<file path="config.mk">
export PLATFORM = sky130hd
export DESIGN_NAME = wb_writer
export DESIGN_NICKNAME = d
export VERILOG_FILES = /design/src/rtl/mips_pkg.sv /design/src/rtl/wb_fifo.sv /design/src/rtl/wb_writer.sv
export SDC_FILE = /design/constraint.sdc
export NUM_CORES = 1
export LEC_CHECK = 0
export CORE_ASPECT_RATIO = 1.4
export CORE_MARGIN = 5
export CORE_UTILIZATION = 40
export CTS_BUF_LIST = sky130_fd_sc_hd__clkbuf_4
export CTS_CLUSTER_DIAMETER = 30
export DETAILED_ROUTE_END_ITERATION = 8
export PLACE_DENSITY = 0.65
export SYNTH_ARGS = -nofsm -noshare
export SYNTH_HDL_FRONTEND = slang
export SYNTH_HIERARCHICAL = 1
export SYNTH_SLANG_ARGS = --single-unit
</file>
<file path="constraint.sdc">
create_clock -name clk -period 2.4 [get_ports clk]
set_input_delay 0.24 -clock clk [delete_from_list [all_inputs] [get_ports clk]]
set_output_delay 0.24 -clock clk [all_outputs]
set_load 0.005 [all_outputs]
</file>
<file path="src/rtl/mips_pkg.sv">
// mips_pkg: shared widths and constants for the register-file write-back path.
//   DW       data width
//   REG_AW   register-number width
//   REG_ZERO hard-wired zero register number
//   NREGS    number of architectural registers
package mips_pkg;

  localparam int DW     = 32;
  localparam int REG_AW = 5;
  localparam int NREGS  = 32;

  localparam logic [REG_AW-1:0] REG_ZERO = 5'd0;

  // One-hot mask for a register number; used to set/clear pend bits.
  function automatic logic [NREGS-1:0] reg_mask(input logic [REG_AW-1:0] rn);
    reg_mask = NREGS'(1) << rn;
  endfunction

endpackage

</file>
<file path="src/rtl/wb_fifo.sv">
// wb_fifo: synchronous in-order FIFO holding long-latency results.
// Ports:
//   clk, clrn        clock (rising edge), asynchronous active-low reset
//   push, din        enqueue din when push and not full
//   pop, dout        dequeue head when pop and not empty; dout shows head
//   full, empty      registered occupancy flags
//   count            occupancy, 0..DEPTH
module wb_fifo #(
  parameter int W     = 37,
  parameter int DEPTH = 4,
  localparam int PW   = $clog2(DEPTH),
  localparam int CW   = PW + 1
) (
  input  logic          clk,
  input  logic          clrn,
  input  logic          push,
  input  logic [W-1:0]  din,
  input  logic          pop,
  output logic [W-1:0]  dout,
  output logic          full,
  output logic          empty,
  output logic [CW-1:0] count
);

  logic [W-1:0]  mem [DEPTH];
  logic [PW-1:0] wr_ptr;
  logic [PW-1:0] rd_ptr;
  logic          push_ok;
  logic          pop_ok;

  assign full    = (count == CW'(DEPTH));
  assign empty   = (count == '0);
  assign push_ok = push && !full;
  assign pop_ok  = pop && !empty;
  assign dout    = mem[rd_ptr];

  // Storage is not reset; count alone defines which entries are valid.
  always_ff @(posedge clk) begin
    if (push_ok) begin
      mem[wr_ptr] <= din;
    end
  end

  always_ff @(posedge clk or negedge clrn) begin
    if (!clrn) begin
      wr_ptr <= '0;
      rd_ptr <= '0;
      count  <= '0;
    end else begin
      if (push_ok) begin
        wr_ptr <= wr_ptr + PW'(1);
      end
      if (pop_ok) begin
        rd_ptr <= rd_ptr + PW'(1);
      end
      case ({push_ok, pop_ok})
        2'b10:   count <= count + CW'(1);
        2'b01:   count <= count - CW'(1);
        default: count <= count;
      endcase
    end
  end

endmodule

</file>
<file path="src/rtl/wb_writer.sv">
// wb_writer: write-back stage driving the register file's single write port.
// ALU results (never stalled) take priority; long-latency results queue in
// wb_fifo and drain whenever the ALU leaves the port free. A pending bitmap
// tracks registers whose long-latency result has not yet been written.
// Ports:
//   clk, clrn                 clock, asynchronous active-low reset
//   alu_we/alu_wn/alu_d       single-cycle ALU result
//   lng_valid/lng_ready       long-result handshake (ready = FIFO not full)
//   lng_wn/lng_d              long-result destination and data
//   iss_valid/iss_rd          long op issue, marks iss_rd pending
//   pend                      pending-destination bitmap (bit 0 always 0)
//   q_cnt                     FIFO occupancy
//   we/wn/d                   registered register-file write port
// Optional build macro WB_BYPASS_EN adds byp_rn/byp_hit/byp_d forwarding of
// the value being written this cycle, and a check that the ALU never writes
// a pending register.
module wb_writer
  import mips_pkg::*;
#(
  parameter int DW     = mips_pkg::DW,
  parameter int AW     = mips_pkg::REG_AW,
  parameter int QDEPTH = 4,
  localparam int CW    = $clog2(QDEPTH) + 1
) (
  input  logic          clk,
  input  logic          clrn,
  input  logic          alu_we,
  input  logic [AW-1:0] alu_wn,
  input  logic [DW-1:0] alu_d,
  input  logic          lng_valid,
  output logic          lng_ready,
  input  logic [AW-1:0] lng_wn,
  input  logic [DW-1:0] lng_d,
  input  logic          iss_valid,
  input  logic [AW-1:0] iss_rd,
`ifdef WB_BYPASS_EN
  input  logic [AW-1:0] byp_rn,
  output logic          byp_hit,
  output logic [DW-1:0] byp_d,
`endif
  output logic [NREGS-1:0] pend,
  output logic [CW-1:0] q_cnt,
  output logic          we,
  output logic [AW-1:0] wn,
  output logic [DW-1:0] d
);

  localparam logic [AW-1:0] ZERO = AW'(REG_ZERO);

  logic              alu_sel;
  logic              fifo_push;
  logic              fifo_pop;
  logic              fifo_full;
  logic              fifo_empty;
  logic [AW+DW-1:0]  fifo_dout;
  logic [AW-1:0]     head_wn;
  logic [DW-1:0]     head_d;
  logic [NREGS-1:0]  pend_nxt;

  // Writes to r0 are dropped: alu_wn==0 frees the port for a FIFO pop, and
  // lng_wn==0 is handshaken but never stored.
  assign alu_sel   = alu_we && (alu_wn != ZERO);
  assign lng_ready = !fifo_full;
  assign fifo_push = lng_valid && lng_ready && (lng_wn != ZERO);
  assign fifo_pop  = !alu_sel && !fifo_empty;
  assign head_wn   = fifo_dout[AW+DW-1:DW];
  assign head_d    = fifo_dout[DW-1:0];

  wb_fifo #(
    .W     (AW + DW),
    .DEPTH (QDEPTH)
  ) u_fifo (
    .clk   (clk),
    .clrn  (clrn),
    .push  (fifo_push),
    .din   ({lng_wn, lng_d}),
    .pop   (fifo_pop),
    .dout  (fifo_dout),
    .full  (fifo_full),
    .empty (fifo_empty),
    .count (q_cnt)
  );

  always_ff @(posedge clk or negedge clrn) begin
    if (!clrn) begin
      we <= 1'b0;
      wn <= '0;
      d  <= '0;
    end else begin
      we <= alu_sel || fifo_pop;
      if (alu_sel) begin
        wn <= alu_wn;
        d  <= alu_d;
      end else if (fifo_pop) begin
        wn <= head_wn;
        d  <= head_d;
      end
    end
  end

  // Clear on FIFO-sourced write first so a same-edge issue to that register wins.
  always_comb begin
    pend_nxt = pend;
    if (fifo_pop) begin
      pend_nxt = pend_nxt & ~reg_mask(REG_AW'(head_wn));
    end
    if (iss_valid && (iss_rd != ZERO)) begin
      pend_nxt = pend_nxt | reg_mask(REG_AW'(iss_rd));
    end
    pend_nxt[0] = 1'b0;
  end

  always_ff @(posedge clk or negedge clrn) begin
    if (!clrn) begin
      pend <= '0;
    end else begin
      pend <= pend_nxt;
    end
  end

`ifdef WB_BYPASS_EN
  // Forward the value being written while the register file still holds the old one.
  assign byp_hit = we && (wn == byp_rn) && (byp_rn != ZERO);
  assign byp_d   = d;

  a_no_alu_to_pending : assert property (
    @(posedge clk) disable iff (!clrn)
    !(alu_we && (alu_wn != ZERO) && pend[alu_wn])
  );
`endif

endmodule

</file>
==> qor.txt <==
DR vias = 5762
Max IR drop VDD = 0.000615 V
asr flop ratio synth = 33.9%
count of final setup violators = 0
RSZ-0062 raised after global routing = false
Place WS = -410 ps
relative slew slack = 54.0%
# IOs = 158
vias per cell = 5.14
Worst Path Max Fanout = 9
Die Height = 191 um
first-pass GRT wire length = 35500 um
status = complete, no violations
Syn. warnings = 6
clock root buffer = clkbuf_4
mean routed wirelength per cell = 19.8 um
DRC Markers = 0
Routed Antenna Nets = 0
die width = 139 um
Crit. End Element = flop
fin crit share = 93.0%
slew at the pin with the worst max-slew slack = 687 ps
Hold Path Class = in -> async
Gate Count Post-Synth = 533
Area Overhead vs Synth = 32.6%
row count = 66
Pins Over Slew Limit = 0
GRT Total Usage = 17.1%
TritonCTS Buffers = 56
vias in the first global route = 6451
initial cell density of the core = 40.3%
Post-Route WL = 22100 um
fin crit period = 2230 ps
Syn Area/Cell = 17.5 um2
Leakage = 4.49 nW
MaxCap Viol Count = 0
Fin. Hold Viols = 0
post-detail-place hpwl = 15500 um
routability cong. = 0.932
Seq cells post-synth = 224
Max H-tree Level = 2
CP Launch Type = flop
Clock Path Buffers = 3
required time of the critical path = 2930 ps
TritonRoute pass-1 iters = 5
Layout Utilization = 53.4%
cell area after synthesis = 9310 um2
global route overflow = 0
initial antenna violation count = 0
final worst slack = 167 ps
critical path class = reg -> reg
share of layout cells above drive strength 1 = 32.2%
first-iteration detailed-routing DRC count = 287
die area = 26500 um2
I/O Buffers = 156
Post-synth EDFFs = 148
FMAX = 448 MHz
P per Cell Area = 1140 nW/um2
Final nets = 857
CP arrival = 2760 ps
CTS tree = built
diode count = 0
Main synth FF type = edfxtp_1
Setup Skew = 39.8 ps
clk sink count = 224
largest net degree at the start of global routing = 34
post-synth cell types = 44
Post-Syn Nets = 623
worst skew pair latency = 680 ps
Core Region = 23100 um2
Clk pin slew, worst setup/hold paths = 60 ps
filler cell count = 1922
post-synthesis sequential area ratio = 68.1%
==> synthesized netlist by cell type (4+ instances only) <==
cell type | count | area [um2]
mux2i_1 | 6 | 60.1
a22oi_1 | 31 | 233
clkbuf_1 | 10 | 37.5
mux4_2 | 37 | 833
o211ai_1 | 31 | 233
buf_2 | 10 | 50.1
mux2_2 | 65 | 732
and2_1 | 5 | 31.3
dfrtp_1 | 76 | 1900
buf_6 | 5 | 56.3
o21ai_0 | 5 | 25.0
edfxtp_1 | 148 | 4440
inv_1 | 7 | 26.3
ha_1 | 5 | 62.6
nand2_1 | 38 | 143
buf_4 | 4 | 30.0
==> cells in the final DEF (no fill, tap or decap), types with 2 or more instances in the layout <==
cell,netlist,layout
nor4bb_1,3,3
o211ai_1,31,31
o21ai_0,5,5
buf_4,4,47
buf_12,0,6
and2_2,0,4
or3b_2,3,3
or3_1,2,2
a22oi_1,31,31
mux2i_1,6,6
or4b_1,3,3
clkdlybuf4s50_1,0,155
or4_1,3,3
inv_1,7,7
edfxtp_1,148,148
mux4_2,37,37
nor2_1,3,3
bufinv_16,0,3
nor2b_1,2,2
nand2_1,38,38
xnor2_1,3,3
clkinv_2,0,2
clkinv_1,0,13
ha_1,5,5
dfrtp_1,76,74
and4b_1,3,3
mux2_2,65,65
dfrtp_2,0,2
nand3b_1,3,3
xor2_1,3,3
clkbuf_4,0,86
==> metal layers <==
layer	up-vias	GRT usage, %	routed length [um]
met5	-	0	0
met4	0	5.99	549
met3	43	4.94	1440
met2	208	30.3	11400
met1	2894	19.9	8710
li1	2617	-	-
==> flip-flops by register name (all words and copies together) (netlist names) <==
signal and cells:
wn 5, u_fifo/rd_ptr 2, pend 31, u_fifo/mem 148, u_fifo/count 3, we 1
u_fifo/wr_ptr 2, d 32
==> logic make-up after synthesis <==
family / Yosys count / synth area share (%)
other: 1 / 0.0403
adder cells (fa/ha/maj): 6 / 0.887
flip-flops: 224 / 68.1
XOR/XNOR: 6 / 0.564
AND/OR/NAND/NOR: 77 / 4.86
buffers and inverters: 40 / 2.32
AO/OA/AOI/OAI: 71 / 5.72
multiplexers: 108 / 17.5
==> what timing repair did <==
action,CTS,global route
endpoints found under the hold margin,76,0
setup endpoints to repair,0,3
setup buffers,0,3
hold buffers,1,0
gates resized for setup,0,0
==> report_power, final <==
group | internal, mW | switching (mW) | total [mW]
sequential | 5.12 | 0.381 | 5.50
clock | 1.96 | 1.49 | 3.45
combinational | 2.89 | 2.21 | 5.09
==> cell type report <==
class	count	area (um2)	area share [%]
well taps	306	383	3.10
inverters	7	26.3	0.213
flip-flops and latches	224	6350	51.4
multi-input cells	269	2760	22.3
clock buffers	86	646	5.23
repair buffers	209	2030	16.5
clock inverters	19	153	1.24
==> path summary, 6_finish.rpt <==
path                                   from  endpoint  slack (ps)  cells past startpoint
min                                    clrn   pend[1]          70                      2
max reg2reg                u_fifo/rd_ptr[0]   pend[8]         170                      5
max in group asynchronous              clrn     wn[0]        1690                      3
min in group clk                  alu_d[19]     d[19]         180                      2
min reg2reg                        pend[21]  pend[21]         530                      2
max                        u_fifo/rd_ptr[0]   pend[8]         170                      5
==> critical path, cell delays in order, from the launching register on <==
cell     delay (ps)
dfrtp_2         440
buf_4           150
mux4_2          620
or3b_2          590
a22oi_1         210
nand2_1          90
==> stage by stage <==
stage / hold WS [ps] / power [mW] / cell area [um2] / setup TNS [ps] / std cells
final: 71.5 / 14.0 / 12400 / 0 / 1120
after global routing: 73.4 / 15.0 / 12400 / 0 / 1120
after CTS: 13.7 / 14.3 / 12300 / 0 / 1117
after detailed placement: 232 / 10.7 / 11500 / -12950 / 1011
after global placement: 221 / 10.6 / 11500 / -8060 / 1011
after floorplan: -55.6 / 8.53 / 9310 / 0 / 533
No activity file was read; power rests on OpenSTA's default activity.
